--- config.mk ---
export PLATFORM = sky130hd
export DESIGN_NAME = ecc_operand_loader
export DESIGN_NICKNAME = d
export VERILOG_FILES = /design/src/rtl/ecc_operand_loader.sv
export SDC_FILE = /design/constraint.sdc
export NUM_CORES = 1
export LEC_CHECK = 0
export BUFFER_PORTS_ARGS = -buffer_cell sky130_fd_sc_hd__buf_2
export CAP_MARGIN = 20
export CORE_MARGIN = 2
export CORE_UTILIZATION = 57
export DETAILED_ROUTE_END_ITERATION = 10
export GPL_TIMING_DRIVEN = 0
export PLACE_DENSITY = 0.9
export SLEW_MARGIN = 20
export SYNTH_ARGS = -nofsm -noshare
export SYNTH_HDL_FRONTEND = slang
export SYNTH_SLANG_ARGS = --single-unit
export TNS_END_PERCENT = 50
--- constraint.sdc ---
create_clock -name clk -period 4.55 [get_ports clk]
set_clock_uncertainty 0.05 [all_clocks]
set_input_delay 0.455 -clock clk [delete_from_list [all_inputs] [get_ports clk]]
set_output_delay 0.455 -clock clk [all_outputs]
set_load 0.005 [all_outputs]
--- src/rtl/ecc_operand_loader.sv ---
`default_nettype none
// ============================================================================
// Module   : ecc_operand_loader
// Purpose  : Assembles a stream of WORD_W-bit host words into the DATA_W-bit
//            A and B operands of the ECC sequencer. It then presents them
//            with a one-cycle wr_reg strobe and, if the frame carries a
//            non-zero command, holds Seq_Command for CMD_HOLD cycles.
// Ports    : clk, rst_n               clock, asynchronous active-low reset
//            in_valid/in_ready/in_data host word handshake
//            op_cmd                   frame command, taken with the first word
//            seq_busy                 downstream busy, stalls the write strobe
//            Input_Data_A/B           registered operand buses
//            wr_reg                   one-cycle operand write strobe
//            Seq_Command              registered sequencer command (0 = none)
//            frame_done               one-cycle pulse in the last frame cycle
// Options  : ECC_LOADER_MSW_FIRST_EN  when defined, the first word of each
//                                     operand is the most significant one
// Revision : 1.0 - initial release
// ============================================================================
module ecc_operand_loader #(
    parameter int WORD_W   = 32,
    parameter int DATA_W   = 256,
    parameter int CMD_HOLD = 2
) (
    input  logic              clk,
    input  logic              rst_n,
    input  logic              in_valid,
    output logic              in_ready,
    input  logic [WORD_W-1:0] in_data,
    input  logic [3:0]        op_cmd,
    input  logic              seq_busy,
    output logic [DATA_W-1:0] Input_Data_A,
    output logic [DATA_W-1:0] Input_Data_B,
    output logic              wr_reg,
    output logic [3:0]        Seq_Command,
    output logic              frame_done
);

    localparam int                WORDS     = DATA_W / WORD_W;
    localparam int                WCNT_W    = (WORDS > 1) ? $clog2(WORDS) : 1;
    localparam logic [WCNT_W-1:0] LAST_WORD = WCNT_W'(WORDS - 1);
    localparam logic [3:0]        LAST_HOLD = 4'(CMD_HOLD - 1);

    typedef enum logic [1:0] {
        ST_LOAD_A = 2'd0,
        ST_LOAD_B = 2'd1,
        ST_WRITE  = 2'd2,
        ST_CMD    = 2'd3
    } state_t;

    state_t              state_q, state_d;
    logic [WCNT_W-1:0]   wcnt_q, wcnt_d;
    logic [3:0]          hcnt_q, hcnt_d;
    logic [3:0]          cmd_q, cmd_d;
    logic                ready_en_q;
    logic [DATA_W-1:0]   stage_a_q, stage_a_d;
    logic [DATA_W-1:0]   stage_b_q, stage_b_d;
    logic [DATA_W-1:0]   data_a_q, data_a_d;
    logic [DATA_W-1:0]   data_b_q, data_b_d;
    logic                wr_reg_q, wr_reg_d;
    logic [3:0]          seq_cmd_q, seq_cmd_d;
    logic                frame_done_q, frame_done_d;

    logic                w_accept;
    logic                w_last_word;
    logic                w_strobe;
    logic [WCNT_W-1:0]   w_widx;
    int                  w_base;

    // ready_en keeps in_ready low for the first cycle after reset release.
    assign in_ready    = ready_en_q && ((state_q == ST_LOAD_A) || (state_q == ST_LOAD_B));
    assign w_accept    = in_valid && in_ready;
    assign w_last_word = (wcnt_q == LAST_WORD);

`ifdef ECC_LOADER_MSW_FIRST_EN
    assign w_widx = LAST_WORD - wcnt_q;
`else
    assign w_widx = wcnt_q;
`endif
    assign w_base = int'(w_widx) * WORD_W;

    // The strobe can fire on the edge that takes the last B word (the new
    // word is forwarded through stage_b_d), or later from WRITE once
    // seq_busy is sampled low. wr_reg_q marks the strobe cycle itself.
    assign w_strobe = !seq_busy &&
                      (((state_q == ST_LOAD_B) && w_accept && w_last_word) ||
                       ((state_q == ST_WRITE) && !wr_reg_q));

    always_comb begin
        state_d      = state_q;
        wcnt_d       = wcnt_q;
        hcnt_d       = hcnt_q;
        cmd_d        = cmd_q;
        stage_a_d    = stage_a_q;
        stage_b_d    = stage_b_q;
        data_a_d     = data_a_q;
        data_b_d     = data_b_q;
        wr_reg_d     = 1'b0;
        seq_cmd_d    = 4'd0;
        frame_done_d = 1'b0;

        case (state_q)
            ST_LOAD_A: begin
                if (w_accept) begin
                    stage_a_d[w_base +: WORD_W] = in_data;
                    if (wcnt_q == '0) begin
                        cmd_d = op_cmd;
                    end
                    if (w_last_word) begin
                        wcnt_d  = '0;
                        state_d = ST_LOAD_B;
                    end else begin
                        wcnt_d = wcnt_q + 1'b1;
                    end
                end
            end
            ST_LOAD_B: begin
                if (w_accept) begin
                    stage_b_d[w_base +: WORD_W] = in_data;
                    if (w_last_word) begin
                        wcnt_d  = '0;
                        state_d = ST_WRITE;
                    end else begin
                        wcnt_d = wcnt_q + 1'b1;
                    end
                end
            end
            ST_WRITE: begin
                if (wr_reg_q) begin
                    hcnt_d  = 4'd0;
                    state_d = (cmd_q != 4'd0) ? ST_CMD : ST_LOAD_A;
                end
            end
            ST_CMD: begin
                if (hcnt_q == LAST_HOLD) begin
                    hcnt_d  = 4'd0;
                    state_d = ST_LOAD_A;
                end else begin
                    hcnt_d = hcnt_q + 4'd1;
                end
            end
            default: begin
                state_d = ST_LOAD_A;
            end
        endcase

        if (w_strobe) begin
            wr_reg_d     = 1'b1;
            data_a_d     = stage_a_d;
            data_b_d     = stage_b_d;
            frame_done_d = (cmd_q == 4'd0);
        end

        // Outputs are registered, so they are derived from the next state:
        // Seq_Command is visible exactly in the CMD cycles.
        if (state_d == ST_CMD) begin
            seq_cmd_d = cmd_q;
            if (hcnt_d == LAST_HOLD) begin
                frame_done_d = 1'b1;
            end
        end
    end

    always_ff @(posedge clk or negedge rst_n) begin
        if (!rst_n) begin
            state_q      <= ST_LOAD_A;
            wcnt_q       <= '0;
            hcnt_q       <= 4'd0;
            cmd_q        <= 4'd0;
            ready_en_q   <= 1'b0;
            stage_a_q    <= '0;
            stage_b_q    <= '0;
            data_a_q     <= '0;
            data_b_q     <= '0;
            wr_reg_q     <= 1'b0;
            seq_cmd_q    <= 4'd0;
            frame_done_q <= 1'b0;
        end else begin
            state_q      <= state_d;
            wcnt_q       <= wcnt_d;
            hcnt_q       <= hcnt_d;
            cmd_q        <= cmd_d;
            ready_en_q   <= 1'b1;
            stage_a_q    <= stage_a_d;
            stage_b_q    <= stage_b_d;
            data_a_q     <= data_a_d;
            data_b_q     <= data_b_d;
            wr_reg_q     <= wr_reg_d;
            seq_cmd_q    <= seq_cmd_d;
            frame_done_q <= frame_done_d;
        end
    end

    assign Input_Data_A = data_a_q;
    assign Input_Data_B = data_b_q;
    assign wr_reg       = wr_reg_q;
    assign Seq_Command  = seq_cmd_q;
    assign frame_done   = frame_done_q;

endmodule
`default_nettype wire

After elaboration in Yosys (flattened, before gate mapping)
Cells that the tools add are included. W data, S select, Z words.

Register bits: 1044. Output and inout port bits: 519. Logic and storage cells: 64.

$add $sub $neg: 3. Equality and inequality tests: 7. Shift-type cells: 2. Muxes and demuxes: 23. Reduce and logical (&&, ||, !) cells: 17.

Operators by type and width (number): $mux W256 (4); $bwmux W256 (2); $shift A32 B33 Y256 const A (1); $shiftx A32 B33 Y256 (1); $neg A8 Y33 (1); $mux W2 (7); $mux W4 (3); $eq A4 B1 Y1 const B (2); $pmux W2 S4 (1); $pmux W4 S2 (1); $eq A2 B2 Y1 const B (3); $logic_and A1 B1 Y1 (6); $add A4 B1 Y4 const B (1); $logic_not A4 Y1 (1); $mux W1 (4); $reduce_bool A4 Y1 (1); $add A3 B1 Y3 const B (1); $eq A3 B3 Y1 const B (1); $logic_not A3 Y1 (1); $mux W3 (1); $reduce_and A3 Y1 (1); $eq A2 B1 Y1 const B (1); $logic_not A1 Y1 (2); $logic_not A2 Y1 (1); 3 further kinds (4).

Depth between registers and ports, before layout
Depth after elaboration: 11. Mapped depth: 12. Mapped depth without buffers: 7.

Worst setup path after synthesis
Ideal clock, no wire load.

Path type: reg2reg. Start: reg wcnt_q[0] (netlist: w_widx[0]). End: reg data_b_q[44] (netlist: Input_Data_B[44]). Library setup time: 125 ps. Data arrival time: 2965 ps. Data required time: 4375 ps. Setup slack: 1410 ps. Cell stages (with the launch flop): 12. Buffers on the path: 4. Clock period less this slack: 3140 ps. Cells stage by stage: dfrtp_1 -> buf_2 -> clkbuf_1 -> inv_1 -> ha_1 -> ha_1 -> buf_2 -> inv_1 -> nor4_2 -> buf_2 -> mux2_2 -> mux2_2.

Word-level cells in the longest chain between the ends: 5. Elaborated cells on any way between the ends: 10.

Ends and longest elaborated chain: start: declaration (RTL line 52) `logic [WCNT_W-1:0] wcnt_q, wcnt_d;`; start signal: assignment (RTL line 180) `wcnt_q <= wcnt_d;`; $neg A8 Y33 * (RTL line 119) `stage_b_d[w_base +: WORD_W] = in_data;`; $shiftx A32 B33 Y256 or $shift A32 B33 Y256 (tied branches) (RTL line 119); $bwmux W256 * (RTL line 119); $mux W256 * (RTL line 118) `if (w_accept) begin`; $mux W256 * (RTL line 102) `case (state_q)`; via stage_b_d[44] (RTL line 57) `logic [DATA_W-1:0] stage_b_q, stage_b_d;`; end signal: assignment (RTL line 187) `data_b_q <= data_b_d;`; end: declaration (RTL line 59) `logic [DATA_W-1:0] data_b_q, data_b_d;`.

The timed path passes the listed nets; every way through them passes the cells marked *. A chain may end at the register's enable or synchronous reset.

Worst setup path in the final report
Start: reg wcnt_q[0] (netlist: w_widx[0]). End: reg data_b_q[53] (netlist: Input_Data_B[53]).

The elaborated chain is that of the path after synthesis.

==> results by group <==
Outcome
  • Status: completed

STA
  • Fin worst setup slack: around 420 ps
  • Final Hold Fails: 0
  • Setup TNS: 0 ps
  • Final worst-path cycle share: 90.81%
  • Worst-margin pin slew: about 1100 ps
  • Tmin final: roughly 4100 ps
  • Pins Over Slew Limit: 0
  • RSZ-0062 raised after global routing: no
  • Max-slew headroom: a little under a quarter
  • Max Clock Freq: between 200 and 250 MHz
  • Worst hold slack: around 40 ps
  • Final setup violation count: 0

Synth
  • Flip-flop and latch count after synthesis: around 1000
  • Prevailing post-synth register cell: dfrtp_1
  • Post-Syn Area: slightly above 40000 um^2
  • Mean Syn Cell Area: approximately 16 um^2
  • Synth Instances: roughly 2500
  • Synth cell types: 51
  • Area contributors post-synth: dfrtp_1, mux2_2, mux2_4, buf_2, and2_1
  • Ys async rst share: 100.0%
  • Post-synth EDFFs: 0
  • Sequential area share after synthesis: between 60 and 70%
  • YS warnings: 0
  • Synth area leader: dfrtp_1
  • Synth top area share: between 60% and 70%
  • Syn Nets: 2507

Clock tree
  • Post-CTS Setup Inserts: 0
  • Clock tree sinks: between 1000 and 1500
  • Clock Latency Late Sink: between 600 and 700 ps
  • CTS Buf Count: approximately 100
  • CTS H-tree lvls: 3
  • Clock tree buffer depth: 3
  • CTS root buf: clkbuf_16
  • CTS tree: built
  • Worst-path clk slew: roughly 60 ps

Layout
  • FILL cells: approximately 4500
  • Finished Layout Cells: between 4000 and 5000
  • P&R area growth vs syn: 19.20%
  • Final net count: 3180
  • Share of post-route cells with drive strength above 1: roughly three fifths
  • Multi-input gate area: ~14000 um^2
  • Register area: around 26000 um^2

Setup path
  • Worst path arrival time: approximately 4700 ps
  • Element type at the critical path start: flip-flop
  • CP Buf/Inv Count: 5
  • Critical R2R Launch: w_widx[0]
  • CP max stage delay: around 580 ps
  • Critical path class: reg2reg
  • Worst EP required: a little over 5000 ps
  • Worst Path Max Fanout: 11
  • Crit end category: flip-flop
  • Crit. Startpoint: w_widx[0]
  • Critical path cell sequence: buf_2 -> clkbuf_2 -> inv_1 -> ha_1 -> clkbuf_1 -> nand2_1 -> clkbuf_1 -> nor2_1 -> mux2_2 -> mux2_2
  • Critical-path top delay cell: clkbuf_1
  • Family with the most delay on the worst path: buffers and inverters

Routing
  • Vias per cell: 5.732
  • DRC: 0
  • Wire length per cell: around 27 um
  • DRT iter0 DRCs: 1635
  • Via count: 23840
  • Routed Antenna Nets: 0
  • Total Wirelength: ~110000 um
  • Pre-antenna DRT Iters: 5

Floorplanning
  • Top Ports: 559
  • Initial Util: between 50% and 60%
  • Die width: about 270 um
  • Core area: between 70000 and 80000 um^2
  • Die area: roughly 73000 um^2
  • Chip Height: around 270 um
  • Row count: 97

Power
  • Comb pwr share: 25.0%
  • Worst vdd ir: 0.3808 mV
  • Internal: 0.01920 W
  • Seq pwr share: between 40% and 50%
  • Clock Power Share: 31.9%
  • P_sw: around 0.0085 W
  • Net Sw Frac: a little under a third
  • Pwr per Cell Area: 572.5 nW/um^2
  • P_leak: between 20 and 30 nW

GRT
  • Grt ovf: 0
  • First-pass GRT wire length: between 150000 and 200000 um
  • Vias in the first global route: 25464
  • Largest net degree at the start of global routing: around 150
  • GR Util All Layers: roughly 31%
  • Number of antenna violations at the first check in global routing: 7

Placed design
  • DPL Wire Length: slightly below 80000 um
  • Port buffer count: 558
  • Place WS: -139.2 ps
  • # placed instances: around 4000
  • Routability cong.: between 0.8 and 0.9

Flow run
  • Max cap viols: 0

Min path
  • Worst hold start: op_cmd[1]
  • Worst hold path class: in2reg
-- routing by layer --
layer  vias to the layer above  track usage, %  routed length, um
li1                       9957               -                  -
met1                     12678           40.34              45810
met2                       898           49.57              54100
met3                       307           6.080               6828
met4                         0           18.55               7454
met5                         -               0                  0
-- worst paths after layout --
check	endpoint	cells after the start	slack, ps
setup / recovery	Input_Data_B[53]	10	420
hold / removal	cmd_q[1]	2	40
setup reg to reg	Input_Data_B[53]	10	420
hold reg to reg	stage_a_q[180]	1	430
max in group asynchronous	stage_b_q[250]	5	1850
min in group asynchronous	Input_Data_B[7]	2	320
-- synthesized netlist by cell type (all sizes together) (2+ instances only) --
cell	instances
o31ai	2
o2111ai	2
o21ai	7
nor3	4
nor4b	2
nand2	9
and4bb	2
and2	49
o22ai	3
nand3	8
and3	7
dfrtp	1044
buf	115
and3b	3
ha	9
clkbuf	16
nor2	55
mux2	1029
nor4	2
inv	7
nor3b	2
nand4b	2
nand4	3
and4b	3
nand2b	30
o31a	2
nor2b	30
-- power by group through the flow --
stage               clock, W  sequential (W)  combinational (W)
floorplan                  0          0.0119            0.00383
global placement           0          0.0120            0.00660
detailed placement         0          0.0120            0.00683
CTS                  0.00889          0.0119            0.00693
global route         0.00929          0.0121            0.00737
finish               0.00881          0.0119            0.00693
-- area by class of cell --
| cell class | instances | share of cell area (%) |
|---|---|---|
| Sequential cell | 1044 | 54.08 |
| Multi-Input combinational cell | 1276 | 28.20 |
| Timing Repair Buffer | 569 | 6.294 |
| Clock buffer | 147 | 6.110 |
| Tap cell | 940 | 2.435 |
| Buffer | 131 | 1.590 |
| Clock inverter | 42 | 1.217 |
| Inverter | 7 | 0.05440 |
| Antenna cell | 3 | 0.01554 |
-- kinds of logic (layout without fill, tap and decap cells) --
logic type	count (synthesis)	count (layout)	synth area share [%]
compound gates	22	22	0.4477
other cells	1	4	0.009254
xor+xnor	1	1	0.02162
flops	1044	1044	64.47
simple gates	214	214	3.112
mux	1029	1029	29.71
fa+ha+maj	9	9	0.2779
buf+inv	138	896	1.958
-- placed cells by master (no fill, tap or decap), types with 3 or more instances in the layout --
master	Yosys	routed
clkinv_2	0	20
nand2_1	9	9
and3b_1	3	3
clkbuf_16	0	102
buf_16	0	7
buf_2	88	645
inv_1	7	7
diode_2	0	3
and4b_1	3	3
mux2_4	120	120
ha_1	9	9
mux2_1	20	20
o21ai_0	7	7
buf_6	17	17
and2_1	49	49
inv_6	0	5
dfrtp_1	1044	1044
nor2b_1	30	30
dlygate4sd3_1	0	4
clkbuf_8	0	23
clkbuf_1	16	37
nand2b_1	30	30
buf_4	10	10
bufinv_16	0	10
nor2_1	55	55
clkinv_16	0	4
nor3_1	3	3
o22ai_1	3	3
and3_1	7	7
nand3_1	6	6
mux2_2	889	889
-- through the flow --
step                      util, %  power [W]  area, um^2
after floorplan                 -    0.01571       40520
final                       68.86    0.02765       48300
after CTS                   68.84    0.02771       48290
after detailed placement    63.72    0.01883       44700
after global routing        68.85    0.02872       48300
after global placement      63.43    0.01855       44490
-- repair_timing --
item / CTS / global route
endpoints found under the setup margin: 30 / 44
resized for setup: 1 / 2
pin swaps: 0 / 0
hold endpoints to repair: 100 / 0
hold buffers: 4 / 0
No activity file was read; power rests on OpenSTA's default activity.
